`src/rtl/flit_demux_if.sv`:
```
// Flit demultiplexer bus: one input flit stream and two routed output ports.
// Optional per-port flit counters appear when DEMUX_FLITCNT_EN is defined.
interface flit_demux_if #(
  parameter int DATAW = 65,
  parameter int VCHW  = 0
);
  logic [DATAW:0] idata;
  logic           ivalid;
  logic [VCHW:0]  ivch;
  logic [DATAW:0] odata_0;
  logic           ovalid_0;
  logic [VCHW:0]  ovch_0;
  logic [DATAW:0] odata_1;
  logic           ovalid_1;
  logic [VCHW:0]  ovch_1;
  logic           err;
`ifdef DEMUX_FLITCNT_EN
  logic [15:0]    cnt_0;
  logic [15:0]    cnt_1;
`endif

  modport master (
    output idata, ivalid, ivch,
    input  odata_0, ovalid_0, ovch_0, odata_1, ovalid_1, ovch_1, err
`ifdef DEMUX_FLITCNT_EN
    , input cnt_0, cnt_1
`endif
  );

  modport slave (
    input  idata, ivalid, ivch,
    output odata_0, ovalid_0, ovch_0, odata_1, ovalid_1, ovch_1, err
`ifdef DEMUX_FLITCNT_EN
    , output cnt_0, cnt_1
`endif
  );
endinterface

```
`src/rtl/flit_demux.sv`:
```
// 1:2 wormhole flit demux with per-VC route latching and one registered output stage.
// Define DEMUX_FLITCNT_EN to add saturating per-port forwarded-flit counters.
`ifndef TYPE_NONE
`define TYPE_NONE 2'b00
`endif
`ifndef TYPE_HEAD
`define TYPE_HEAD 2'b01
`endif
`ifndef TYPE_DATA
`define TYPE_DATA 2'b10
`endif
`ifndef TYPE_TAIL
`define TYPE_TAIL 2'b11
`endif

module flit_demux #(
  parameter int DATAW     = 65,
  parameter int VCHW      = 0,
  parameter int ROUTE_BIT = 0
) (
  input logic        clk,
  input logic        rst_,
  flit_demux_if.slave bus
);
  localparam int NVC = 2 ** (VCHW + 1);

  typedef enum logic {IDLE = 1'b0, ACTIVE = 1'b1} route_state_t;

  route_state_t state_q [NVC];
  logic         port_q  [NVC];

  route_state_t state_d;
  logic         port_d;
  logic         fwd_p0;
  logic         port_p0;
  logic         err_p0;
  logic [1:0]   ftype_p0;

`ifdef DEMUX_FLITCNT_EN
  function automatic logic [15:0] sat_inc(input logic [15:0] v);
    return (v == 16'hFFFF) ? v : v + 16'd1;
  endfunction
`endif

  assign ftype_p0 = bus.idata[DATAW:DATAW-1];

  // Stage p0: decode the incoming flit against its VC's route state
  always_comb begin
    state_d = state_q[bus.ivch];
    port_d  = port_q[bus.ivch];
    fwd_p0  = 1'b0;
    err_p0  = 1'b0;
    if (bus.ivalid) begin
      case (ftype_p0)
        `TYPE_HEAD: begin
          err_p0  = (state_q[bus.ivch] == ACTIVE);
          port_d  = bus.idata[ROUTE_BIT];
          state_d = ACTIVE;
          fwd_p0  = 1'b1;
        end
        `TYPE_DATA: begin
          fwd_p0 = (state_q[bus.ivch] == ACTIVE);
          err_p0 = (state_q[bus.ivch] == IDLE);
        end
        `TYPE_TAIL: begin
          fwd_p0  = (state_q[bus.ivch] == ACTIVE);
          err_p0  = (state_q[bus.ivch] == IDLE);
          state_d = IDLE;
        end
        default: ;
      endcase
    end
    port_p0 = port_d;
  end

  always_ff @(posedge clk or negedge rst_) begin
    if (!rst_) begin
      for (int v = 0; v < NVC; v++) begin
        state_q[v] <= IDLE;
        port_q[v]  <= 1'b0;
      end
    end else if (bus.ivalid) begin
      state_q[bus.ivch] <= state_d;
      port_q[bus.ivch]  <= port_d;
    end
  end

  // Stage p1: registered outputs; data/VC of an unselected port hold to limit toggling
  always_ff @(posedge clk or negedge rst_) begin
    if (!rst_) begin
      bus.odata_0  <= '0;
      bus.ovch_0   <= '0;
      bus.ovalid_0 <= 1'b0;
      bus.odata_1  <= '0;
      bus.ovch_1   <= '0;
      bus.ovalid_1 <= 1'b0;
      bus.err      <= 1'b0;
    end else begin
      bus.ovalid_0 <= fwd_p0 & ~port_p0;
      bus.ovalid_1 <= fwd_p0 & port_p0;
      bus.err      <= err_p0;
      if (fwd_p0 && !port_p0) begin
        bus.odata_0 <= bus.idata;
        bus.ovch_0  <= bus.ivch;
      end
      if (fwd_p0 && port_p0) begin
        bus.odata_1 <= bus.idata;
        bus.ovch_1  <= bus.ivch;
      end
    end
  end

`ifdef DEMUX_FLITCNT_EN
  always_ff @(posedge clk or negedge rst_) begin
    if (!rst_) begin
      bus.cnt_0 <= 16'd0;
      bus.cnt_1 <= 16'd0;
    end else begin
      if (bus.ovalid_0) bus.cnt_0 <= sat_inc(bus.cnt_0);
      if (bus.ovalid_1) bus.cnt_1 <= sat_inc(bus.cnt_1);
    end
  end
`endif

endmodule

```
`src/flat_wrapper.sv`:
```
// flat-port wrapper written by rule: the top's interface ports become plain ports
module flit_demux_flat 
#(
  parameter int DATAW     = 65,
  parameter int VCHW      = 0,
  parameter int ROUTE_BIT = 0
)
  (clk, rst_, bus_idata, bus_ivalid, bus_ivch, bus_odata_0, bus_ovalid_0, bus_ovch_0, bus_odata_1, bus_ovalid_1, bus_ovch_1, bus_err);
  flit_demux_if #(.DATAW(DATAW), .VCHW(VCHW)) bus_i ();
  input logic clk;
  input logic rst_;
  input wire logic [$bits(bus_i.idata)-1:0] bus_idata;
  input wire logic [$bits(bus_i.ivalid)-1:0] bus_ivalid;
  input wire logic [$bits(bus_i.ivch)-1:0] bus_ivch;
  output wire logic [$bits(bus_i.odata_0)-1:0] bus_odata_0;
  output wire logic [$bits(bus_i.ovalid_0)-1:0] bus_ovalid_0;
  output wire logic [$bits(bus_i.ovch_0)-1:0] bus_ovch_0;
  output wire logic [$bits(bus_i.odata_1)-1:0] bus_odata_1;
  output wire logic [$bits(bus_i.ovalid_1)-1:0] bus_ovalid_1;
  output wire logic [$bits(bus_i.ovch_1)-1:0] bus_ovch_1;
  output wire logic [$bits(bus_i.err)-1:0] bus_err;
  assign bus_i.idata = bus_idata;
  assign bus_i.ivalid = bus_ivalid;
  assign bus_i.ivch = bus_ivch;
  assign bus_odata_0 = bus_i.odata_0;
  assign bus_ovalid_0 = bus_i.ovalid_0;
  assign bus_ovch_0 = bus_i.ovch_0;
  assign bus_odata_1 = bus_i.odata_1;
  assign bus_ovalid_1 = bus_i.ovalid_1;
  assign bus_ovch_1 = bus_i.ovch_1;
  assign bus_err = bus_i.err;
  flit_demux #(.DATAW(DATAW), .VCHW(VCHW), .ROUTE_BIT(ROUTE_BIT)) u_core (.clk(clk), .rst_(rst_), .bus(bus_i));
endmodule
```
`config.mk`:
```
export PLATFORM = sky130hd
export DESIGN_NAME = flit_demux_flat
export DESIGN_NICKNAME = d
export VERILOG_FILES = /design/src/rtl/flit_demux_if.sv /design/src/rtl/flit_demux.sv /design/src/flat_wrapper.sv
export SDC_FILE = /design/constraint.sdc
export NUM_CORES = 1
export LEC_CHECK = 0
export ABC_AREA = 0
export CAP_MARGIN = 40
export CORE_ASPECT_RATIO = 1.2
export CORE_UTILIZATION = 48
export CTS_CLUSTER_DIAMETER = 60
export DETAILED_ROUTE_END_ITERATION = 7
export GPL_TIMING_DRIVEN = 1
export MAX_ROUTING_LAYER = met4
export PLACE_DENSITY = 0.87
export SYNTH_ARGS = -nofsm -noshare
export SYNTH_HDL_FRONTEND = slang
export SYNTH_SLANG_ARGS = --single-unit
export TNS_END_PERCENT = 100
```
`constraint.sdc`:
```
create_clock -name clk -period 2.8 [get_ports clk]
set_input_delay 0.56 -clock clk [delete_from_list [all_inputs] [get_ports clk]]
set_output_delay 0.56 -clock clk [all_outputs]
set_load 0.05 [all_outputs]
```
* Word-level counts from Yosys, hierarchy flattened
Index checks and enable logic that the tools add are counted.
W data, S select, Z words.
** Cells by class
- Reductions and logical operators :: 5
- Equal/unequal tests :: 3
- $lt $le $gt $ge :: 2
- Multiplexer cells :: 18
- Bitwise operators :: 5
** Operators by type and width (count)
- $mux W1 :: 12
- $pmux W1 S2 :: 3
- $bwmux W2 :: 2
- $eq A2 B2 Y1 const B :: 2
- $logic_and A1 B1 Y1 :: 3
- $and A1 B1 Y1 :: 2
- $eq A2 B1 Y1 const B :: 1
- $ge A2 B2 Y1 const B :: 1
- $lt A2 B1 Y1 const B :: 1
- $not A1 Y1 :: 2
- $not A1 Y2 :: 1
- $reduce_or A2 Y1 :: 1
- $demux W1 S1 :: 1
- $logic_not A1 Y1 :: 1
** Word-level totals
- Output and inout bits :: 137
- Word-level logic and storage cells :: 44
- Bits in registers :: 141
- Input port bits :: 70

* Longest topological paths before layout
Gate-level depths: netlist of run 1.
- Word-level depth :: 8
- Depth in mapped cells :: 7
- Depth with buffers taken out :: 4

* Worst setup path after synthesis of run 1
OpenSTA, ideal clock, no wires.
- Path type :: input to register
- From :: in bus_ivch
- To :: reg u_core.bus.odata_1[10]
- Required time :: 2675 ps
- Stages on the path :: 7
- Library setup time :: 125 ps
- Path buffers :: 3
- Data arrival time :: 1882 ps
- Setup slack :: 793 ps
- Cell sequence :: buf_6 -> mux2i_4 -> a21oi_4 -> and3_4 -> buf_12 -> buf_12 -> mux2_4
** Between the ends
- Word-level cells in the longest chain between the ends :: 7
- Elaborated cells on any way between the ends :: 12
- Classes of those cells :: mux: 10; bitwise: 1; reduce/logical: 1
** RTL lines
- from (decl) :: RTL line flat_wrapper.sv:14 : input wire logic [$bits(bus_i.ivch)-1:0] bus_ivch;
- $not A1 Y2 (not written as such) (*) :: RTL line flit_demux.sv:50, flit_demux.sv:62, flit_demux.sv:66
- $mux W1, on equally long branches (3 in a row) :: RTL line flit_demux.sv:62, flit_demux.sv:66, flit_demux.sv:50
- $pmux W1 S2 / $mux W1 (equally long branches) :: RTL line flit_demux.sv:54 : case (ftype_p0)
- $mux W1 :: RTL line flit_demux.sv:53 : if (bus.ivalid) begin
- $logic_and A1 B1 Y1 (*) :: RTL line flit_demux.sv:106 : if (fwd_p0 && port_p0) begin
- to (signal assigned) :: RTL line flit_demux.sv:107 : bus.odata_1 <= bus.idata;
- to (decl) :: RTL line flit_demux_if.sv:32 : output odata_0, ovalid_0, ovch_0, odata_1, ovalid_1, ovch_1, err
Mark *: on every way between the ends. The rest lies on a longest branch, timed or not. The select of a mux whose other input is x is not followed.
A chain may end at the register's enable or synchronous reset.

* Worst setup path after layout of run 1
- From :: in bus_ivch
- To :: reg u_core.bus.odata_0[42]
** Between the ends
- Word-level cells in the longest chain between the ends :: 8
- Elaborated cells on any way between the ends :: 13
- Classes of those cells :: mux: 10; bitwise: 1; reduce/logical: 2
** RTL lines
- $not A1 Y2 (not written as such) (*) :: RTL line flit_demux.sv:50, flit_demux.sv:62, flit_demux.sv:66
- $mux W1 (not written as such) (3 in a row) :: RTL line flit_demux.sv:50 : port_d = port_q[bus.ivch];
- $mux W1 :: RTL line flit_demux.sv:54
- $mux W1 :: RTL line flit_demux.sv:53
- $logic_not A1 Y1 :: RTL line flit_demux.sv:102 : if (fwd_p0 && !port_p0) begin
- $logic_and A1 B1 Y1 (*) :: RTL line flit_demux.sv:102
- to (signal assigned) :: RTL line flit_demux.sv:103 : bus.odata_0 <= bus.idata;
- to (decl) :: RTL line flit_demux_if.sv:32
Marks and branches as above.

==> results of run 1 <==
## logic make-up (layout without fill, tap and decap cells)
group / Yosys count / count (layout)
AOI/OAI and AO/OA: 17 / 17
muxes: 133 / 133
buffers and inverters: 18 / 250
and+or+nand+nor: 17 / 17
DFF: 141 / 141
## worst max-delay path: cells and delay by family
kind            cells  cell delay, ps
mux                 2             700
compound gates      1             170
buf+inv             2             840
simple gates        1             310
## per-stage QoR
stage	area (um^2)	std cells	power, mW
finish	8560	715	11.1
global route	8560	715	11.5
CTS	8560	715	11.2
detailed placement	7960	685	8.85
global placement	7960	685	8.72
floorplan	5740	326	6.90
## layout by cell type, fill, tap and decap left out, drive strengths merged, types with 4 or more instances in the layout
| cell type | instances |
|---|---|
| a21oi | 5 |
| nand2 | 7 |
| clkinv | 4 |
| mux2 | 131 |
| clkbuf | 20 |
| dfrtp | 141 |
| buf | 12 |
| o21ai | 8 |
| clkdlybuf4s50 | 205 |
## how the worst min path moves through the flow
| stage | start | endpoint | slack [ps] | cells past startpoint |
|---|---|---|---|---|
| global placement | u_core.bus.odata_0[4] | u_core.bus.odata_0[4] | 490 | 1 |
| finish | rst_ | u_core.bus.odata_1[33] | 180 | 1 |
| floorplan | rst_ | u_core.bus.err | 260 | 0 |
| global route | rst_ | u_core.bus.odata_0[33] | 220 | 1 |
| detailed placement | u_core.bus.odata_0[18] | u_core.bus.odata_0[18] | 490 | 1 |
| CTS | rst_ | u_core.bus.odata_1[33] | 200 | 1 |
## flip-flops by register name, summed over array words and instances (netlist names)
register             count
u_core.bus.err           1
u_core.bus.odata_0      66
u_core.bus.odata_1      66
u_core.bus.ovalid_0      1
u_core.bus.ovalid_1      1
u_core.bus.ovch_0        1
u_core.bus.ovch_1        1
u_core.port_q            2
u_core.state_q           2
## power by group
part	leakage, nW	switching [mW]	internal, mW	total [mW]
combinational	1.83	3.42	2.16	5.58
sequential	1.67	0.461	2.79	3.25
clock	0.290	0.828	1.46	2.29
## layout make-up
class | count | area (um^2)
Sequential cell | 141 | 3530
Clock buffer | 20 | 467
Multi-Input combinational cell | 167 | 2010
Clock inverter | 10 | 140
Tap cell | 157 | 196
Timing Repair Buffer | 217 | 2210
Inverter | 3 | 11.3
Fill cell | 765 | 3060
## metal layers
metal	global-route usage [%]	wire length, um
met1	27.3	5430
met5	-	0
met4	8.48	379
met3	7.00	819
met2	38.6	6980
==> flow_summary.toml, run 1 <==
[timing]
fin_worst_skew_ps = 8.43
grt_setup_unrepaired = "false"
worst_case_headroom_to_the_max_slew_limit_pct = 53.3
tightest_slew_ps = 700
timing.setup.tns_ps = 0
period_share_pct = 82.9
final-setup-viol-count = 0
final_hold_viol_count = 0
finalMaxSlewViolations = 0
layout_min_cycle_time_ps = 2320
fin_worst_hold_slack_ps = 180
setup_slack_ps = 478
maxClockFrequency_mhz = 431

[yosys]
top_cells_by_instance_count_after_synthesis = "dfrtp_1, mux2_4, mux2_2"
post_synth_main_area_contributors = "dfrtp_1, mux2_4, mux2_2, buf_12, buf_6"
synth_compound_gate_area_share_pct = 1.96
synth-adder-area-share_pct = 0
ys_seq_area_share_pct = 61.5
post_synthesis_share_of_cell_area_spent_on_xor_and_xnor_gates_pct = 0
synth_async_sr_flop_share_pct = 100
ys_dominant_reg_cell = "dfrtp_1"
synth.avg_cell_area_um2 = 17.6
top_count_cell_post_synth = "dfrtp_1"
synth_edf_count = 0
synthMuxAreaShare_pct = 31.4
synth.top_cell.area_share_pct = 61.5
main_combinational_cell_family_by_area_after_synthesis = "multiplexers"
postSynthCellCount = 326
synth_area_um2 = 5740
synth_top_cell_by_area = "dfrtp_1"
ys_types = 27
synthSimpleGateAreaFrac_pct = 1.61
syn-num-nets = 396
postSynthRegisterBits = 141
synth_warnings = 0

[pwr]
worst_ir_drop_vdd_mv = 0.649
pwr_density_cell_nw_per_um2 = 1300
p_leak_nw = 3.79

[die]
die_boundary_height_um = 122
initial_utilization_pct = 49.4
floorplan.die_area_um2 = 12400
chipWidth_um = 102
num_rows = 43
top_level_ports = 207
core_region_area_um2 = 11600

[cells_and_area]
antennaDiodeCount = 0
post-route-util_pct = 73.7
area_growth_syn_to_layout_pct = 49.3
post_route_cells_drive_above_1_share_pct = 31.7
finish.net_count = 617

[detailed_routing]
vias_per_instance = 5.05
detail_route.wirelength_mm = 13.6
drt_pass1_iterations = 5
postRouteAntennaNets = 0
detail_route.drc_violations = 0
wire_length_per_cell_um = 19.0
via_count = 3612
drt_iter0_markers = 70

[critical_path]
r2r_end = "u_core.bus.odata_0[42]"
reg2reg_from = "u_core.port_q[0]"
cp-startpoint = "bus_ivch"
setup.worst_path.class = "input port to flop"
cp_capture_type = "flop"
cp_cell_sequence = "clkdlybuf4s50_1, mux2_2, nor2_1, o21ai_4, buf_12, mux2_4"
critPathMaxFanout = 22
depth_of_the_worst_register_to_register_path = 5
timing.critical_path.required_ps = 3080
worst_setup_path_endpoint = "u_core.bus.odata_0[42]"
worst-endpoint-arrival_ps = 2600
worst_path_largest_cell_delay_ps = 640
critPathLaunchType = "input port"
timing.reg2reg.setup_slack_ps = 980
critical_path.slowest_cell = "clkdlybuf4s50_1"

[clock_tree]
cts_hold_repair.buffers = 0
ctsHtreeMaxLevel = 4
cts_root_buf = "clkbuf_16"
cts_made_buffers = 17
clk_pin_slew_ps = 60
clock_path_buffers = 2
cts_post_setup_buffers_inserted = 0
clock-sinks = 141
cts_repair_resizes = 0
cts_tree = "done"
clock_insertion_delay_worst_skew_ps = 400

[place]
port_buffers = 206
gpl.final_weighted_congestion = 0.816
hpwl_mm = 9.31
place_worst_setup_slack_ps = 74.1

[grt]
grt_first_pass_wirelength_mm = 21.2
global_route.usage.total_pct = 23.5
grt_pass1_vias = 3902
grt_overflow_total = 0
initial_antenna_violation_count = 0
grt_max_degree = 79

[hold_path]
worst_min_delay_path_category = "input port to asynchronous set/reset pin"

[outcome]
outcome = "finished, final reports clean"

[job]
max_cap_violations = 0
Power figures use the tool's default switching activity.
==> run 2, diff against run 1 <==
Settings changed: CORE_UTILIZATION 48 to 45, PLACE_DENSITY 0.87 to 0.82.
Clock period 2.8 ns to 2.2 ns, I/O delays scaled along.
==> run 2 against run 1 <==
Effect of this change: sequential share of layout area decreased by 0.26 points; clock power increased by 16%; global-route usage decreased by 1.4 points; wire length decreased by 3.0%; sequential cell count unchanged; count of clock-buffer cells in the layout increased by 4; via count decreased by 1.1%; clock skew about the same; first-iteration DRC count increased by 17%; critical endpoint is now bus_odata_0[0]; largest cell class unchanged.
==> flow_summary.toml, run 2 (synthesis gave the netlist of run 1 again) <==
[critical_path]
cp_cell_sequence = "clkdlybuf4s50_1"
setup.worst_path.class = "flop to output port"
cp_capture_type = "output port"
r2r_end = "u_core.bus.odata_1[43]"
critical-path-top-delay-family = "buffers and inverters"
depth_of_the_worst_register_to_register_path = 5
timing.reg2reg.setup_slack_ps = 470
critical_path.slowest_cell = "clkdlybuf4s50_1"
worstPathBufferInverterCount = 1
worst_path_largest_cell_delay_ps = 830
critPathMaxFanout = 3
reg2reg_from = "u_core.state_q[0]"
timing.critical_path.required_ps = 1760
critPathLaunchType = "flop"
worst-endpoint-arrival_ps = 1640

[timing]
final_hold_viol_count = 0
tightest_slew_ps = 562
worst_case_headroom_to_the_max_slew_limit_pct = 62.4
period_share_pct = 94.3
finalMaxSlewViolations = 0
fin_worst_hold_slack_ps = 501
fin_worst_skew_ps = 8.26
layout_min_cycle_time_ps = 2080
maxClockFrequency_mhz = 482
grt_setup_unrepaired = "false"
final-setup-viol-count = 0

[hold_path]
worstHoldStart = "u_core.bus.odata_0[23]"
worst_min_delay_path_category = "flop to flop"
worst_hold_path_endpoint = "u_core.bus.odata_0[23]"
whs_path_depth = 1

[die]
core_region_area_um2 = 12300
floorplan.die_area_um2 = 13200
initial_utilization_pct = 46.7
num_rows = 44
top_level_ports = 207
chipWidth_um = 105
die_boundary_height_um = 126

[cells_and_area]
finish.net_count = 630
reg_top3 = "u_core.bus.odata_0 x66, u_core.bus.odata_1 x66"
post-route-util_pct = 70.2
instances_no_fill = 734
fill_cells = 807
area_growth_syn_to_layout_pct = 50.2
design_area_um2 = 8620
post_route_cells_drive_above_1_share_pct = 32.7
mostFrequentLayoutCells = "clkdlybuf4s50_1, dfrtp_1, mux2_4"
mostFrequentLayoutCell = "clkdlybuf4s50_1"
area.sequential_um2 = 3530
multiInputGateArea_um2 = 2010

[detailed_routing]
via_count = 3574
drt_iter0_markers = 82
postRouteAntennaNets = 0
wire_length_per_cell_um = 18.0
vias_per_instance = 4.87
drt_pass1_iterations = 4
detail_route.drc_violations = 0
detail_route.wirelength_mm = 13.2

[pwr]
pwr_density_cell_nw_per_um2 = 1610
worst_ir_drop_vdd_mv = 0.968
p_leak_nw = 3.83

[grt]
grt_pass1_vias = 3947
grt_overflow_total = 0
initial_antenna_violation_count = 1
global_route.usage.total_pct = 22.2
grt_first_pass_wirelength_mm = 21.5
grt_max_degree = 51

[outcome]
outcome = "finished, final reports clean"

[clock_tree]
clock_path_buffers = 2
cts_tree = "done"
clock-sinks = 141
cts_made_buffers = 17
cts_post_setup_buffers_inserted = 0
ctsHtreeMaxLevel = 4
cts_root_buf = "clkbuf_16"
clk_pin_slew_ps = 60
clock_insertion_delay_worst_skew_ps = 420

[place]
dp_cells = 701
postPlaceCellArea_um2 = 8050
port_buffers = 206
gpl.final_weighted_congestion = 0.797
hpwl_mm = 9.38

[job]
max_cap_violations = 0
-- run 2: cell types whose count changed in the layout (fill, tap and decap cells not counted), moves of 2 or more --
cell	previous run	this run
clkinv_2	2	5
clkinv_4	2	0
clkinvlp_4	3	1
clkbuf_1	0	3
buf_4	6	18
bufinv_16	3	1
-- run 2: final cells by class --
class	instances	area share [%]
clock inverters	7	0.726
flip-flops and latches	141	40.9
diodes	1	0.0290
repair buffers	230	26.8
inverters	3	0.131
multi-input cells	167	23.4
well taps	161	2.34
clock buffers	24	5.70
-- run 2: layer usage --
metal | up-vias | track usage [%] | share of wire (%)
met2 | 133 | 35.6 | 51
met5 | - | - | 0
met3 | 22 | 5.75 | 5.3
met4 | 0 | 10.5 | 2.0
li1 | 1612 | - | -
met1 | 1807 | 26.1 | 41
-- run 2: report_power, final --
part           switching (mW)  internal (mW)  total [mW]
combinational            4.35           2.77        7.11
clock                    1.00           1.66        2.66
sequential              0.557           3.55        4.11
-- run 2: worst max path at each step --
stage	start	to	slack [ps]	cells after the start
after floorplan	bus_ivch	u_core.bus.odata_1[10]	310	7
after global placement	bus_ivch	u_core.bus.odata_1[44]	-190	6
after detailed placement	bus_ivch	u_core.bus.odata_1[43]	-250	6
after CTS	u_core.bus.odata_0[0]	bus_odata_0[0]	100	1
after global routing	u_core.bus.odata_0[0]	bus_odata_0[0]	80	1
final	u_core.bus.odata_0[0]	bus_odata_0[0]	120	1
-- run 2: repair_timing --
action                     4_1_cts  5_1_grt
setup endpoints to repair        0        0
hold buffers                     1        0
hold endpoints to repair        46        0
resized for setup                0        0
-- run 2: through the flow --
step           setup WS (ps)  TNS, ps  power (mW)
2_1_floorplan            313        0        8.78
3_3_place_gp            -192   -20980        11.1
3_5_place_dp            -249   -27980        11.3
4_1_cts                  104        0        14.0
5_1_grt                 76.7        0        14.4
6_report                 125        0        13.9
==> run 3, diff against run 2 <==
--- a/config.mk
+++ b/config.mk
@@ -7,5 +7,5 @@
 export LEC_CHECK = 0
 export ABC_AREA = 0
-export CAP_MARGIN = 40
+export CAP_MARGIN = 20
 export CORE_ASPECT_RATIO = 1.2
 export CORE_UTILIZATION = 45
==> constraint.sdc (replaced) <==
create_clock -name clk -period 2.2 [get_ports clk]
set_input_delay 0.55 -clock clk [delete_from_list [all_inputs] [get_ports clk]]
set_output_delay 0.55 -clock clk [all_outputs]
set_load 0.05 [all_outputs]
==> run 3 against run 2 <==
Effect of this change: clock power up 11%; final cell count down 0.41%; sequential power about the same; wire length up 1.0%; register-to-register slack worse by 30 ps; non-clock buffer count down 3; first-iteration DRC count up 8.5%.
==> flow_summary.toml, run 3 (synthesis gave the netlist of run 1 again) <==
[clock_tree]
cts_root_buf = "clkbuf_16"
clock_path_buffers = 2
clock_insertion_delay_worst_skew_ps = 420
cts_made_buffers = 17
clk_pin_slew_ps = 60
ctsHtreeMaxLevel = 4
cts_hold_repair.buffers = 0
clock-sinks = 141
cts_tree = "done"

[critical_path]
depth_of_the_worst_register_to_register_path = 5
critical_path.slowest_cell = "clkdlybuf4s50_1"
reg2reg_from = "u_core.state_q[0]"
timing.critical_path.required_ps = 1650
cp_capture_type = "output port"
worst-endpoint-arrival_ps = 1600
critPathMaxFanout = 2
cp_cell_sequence = "clkdlybuf4s50_1"
setup.worst_path.class = "flop to output port"
worstPathBufferInverterCount = 1
timing.reg2reg.setup_slack_ps = 440
worst_path_largest_cell_delay_ps = 830
r2r_end = "u_core.bus.odata_1[9]"
critPathLaunchType = "flop"
critical-path-top-delay-family = "buffers and inverters"

[die]
top_level_ports = 207
floorplan.die_area_um2 = 13200
initial_utilization_pct = 46.7
core_region_area_um2 = 12300
num_rows = 44
die_boundary_height_um = 126
chipWidth_um = 105

[timing]
layout_min_cycle_time_ps = 2150
maxClockFrequency_mhz = 464
period_share_pct = 97.9
worst_case_headroom_to_the_max_slew_limit_pct = 62.9
timing.setup.tns_ps = 0
final_hold_viol_count = 0
final-setup-viol-count = 0
fin_worst_skew_ps = 7.31
finalMaxSlewViolations = 0
grt_setup_unrepaired = "false"
tightest_slew_ps = 556

[detailed_routing]
via_count = 3575
drt_iter0_markers = 89
vias_per_instance = 4.89
drt_pass1_iterations = 5
topRoutingLayerUsed = "met4"
routed-wl-met3_um = 921
detail_route.drc_violations = 0
postRouteAntennaNets = 0
wire_length_per_cell_um = 18.2
met1Wirelength_mm = 5.19
route.met2.wl_mm = 7.04
detail_route.wirelength_mm = 13.3

[cells_and_area]
area_growth_syn_to_layout_pct = 51.6
mostFrequentLayoutCells = "clkdlybuf4s50_1, dfrtp_1, mux2_4"
reg_top3 = "u_core.bus.odata_0 x66, u_core.bus.odata_1 x66"
mostFrequentLayoutCell = "clkdlybuf4s50_1"
fill_cells = 818
antennaDiodeCount = 0
finish.net_count = 627
post_route_cells_drive_above_1_share_pct = 33.2

[place]
port_buffers = 206
hpwl_mm = 9.44
gpl.final_weighted_congestion = 0.777

[grt]
initial_antenna_violation_count = 0
grt_overflow_total = 0
grt_max_degree = 52
grt_first_pass_wirelength_mm = 21.4
grt_pass1_vias = 3957
global_route.usage.total_pct = 22.1

[pwr]
pwr_density_cell_nw_per_um2 = 1630
p_leak_nw = 3.91
worst_ir_drop_vdd_mv = 1.10
power_mw = 14.2

[job]
max_cap_violations = 0

[hold_path]
worst_min_delay_path_category = "input port to asynchronous set/reset pin"

[outcome]
outcome = "finished, final reports clean"
[run 3: cell count changes in the layout (fill, tap and decap cells not counted), moves of 2 or more]
cell and change:
clkdlybuf4s50_1 -9, dlymetal6s2s_1 +9, buf_4 -3, bufinv_16 +2
clkbuf_1 -2, clkinv_2 -2, clkinvlp_4 +2
[run 3: metal layers]
layer,vias up,global-route usage (%)
met3,17,7.45
met5,-,-
li1,1616,-
met2,136,37.7
met4,0,7.21
met1,1806,24.2
[run 3: worst register-to-register path: stages, from the launching register on]
cell and delay, ps:
dfrtp_1 400, mux2i_4 110, a21oi_4 230, and3_4 270
buf_4 300, mux2_4 330
[run 3: area by class of cell]
cell class,count,area [um^2],area share [%]
Clock inverter,10,136,1.57
Multi-Input combinational cell,167,2020,23.2
Clock buffer,22,484,5.57
Tap cell,161,201,2.32
Sequential cell,141,3530,40.6
Timing Repair Buffer,227,2320,26.7
Inverter,3,11.3,0.129
[run 3: timing repair]
item | 4_1_cts | 5_1_grt
cloned | 0 | 0
setup endpoints to repair | 1 | 36
buffers inserted | 0 | 0
resized for setup | 1 | 9
[run 3: worst max path at each step]
stage / startpoint / to / slack, ps / cells past startpoint
detailed placement: bus_ivch / u_core.bus.odata_1[6] / -440 / 7
global route: u_core.bus.odata_1[41] / bus_odata_1[41] / 2 / 1
floorplan: bus_ivch / u_core.bus.odata_1[10] / 200 / 7
finish: u_core.bus.odata_0[38] / bus_odata_0[38] / 50 / 1
CTS: u_core.bus.odata_0[0] / bus_odata_0[0] / 2 / 1
global placement: bus_ivch / u_core.bus.odata_1[24] / -300 / 7
[run 3: report_power, final]
| part | switching, mW | leakage, nW | internal [mW] |
|---|---|---|---|
| Sequential | 0.550 | 1.67 | 3.55 |
| Combinational | 4.35 | 1.94 | 2.76 |
| Clock | 1.05 | 0.298 | 1.90 |
[run 3: through the flow]
stage                     worst slack (ps)  cell area, um^2  hold WS, ps  utilization [%]  cells
after floorplan                        203             5740          254                -    326
after global placement                -299             8050          488             65.6    699
after global routing                  1.87             8700         96.2             70.8    731
after detailed placement              -436             8050          491             65.6    699
final                                 45.4             8700         72.6             70.8    731
after CTS                             1.66             8670         80.5             70.7    731
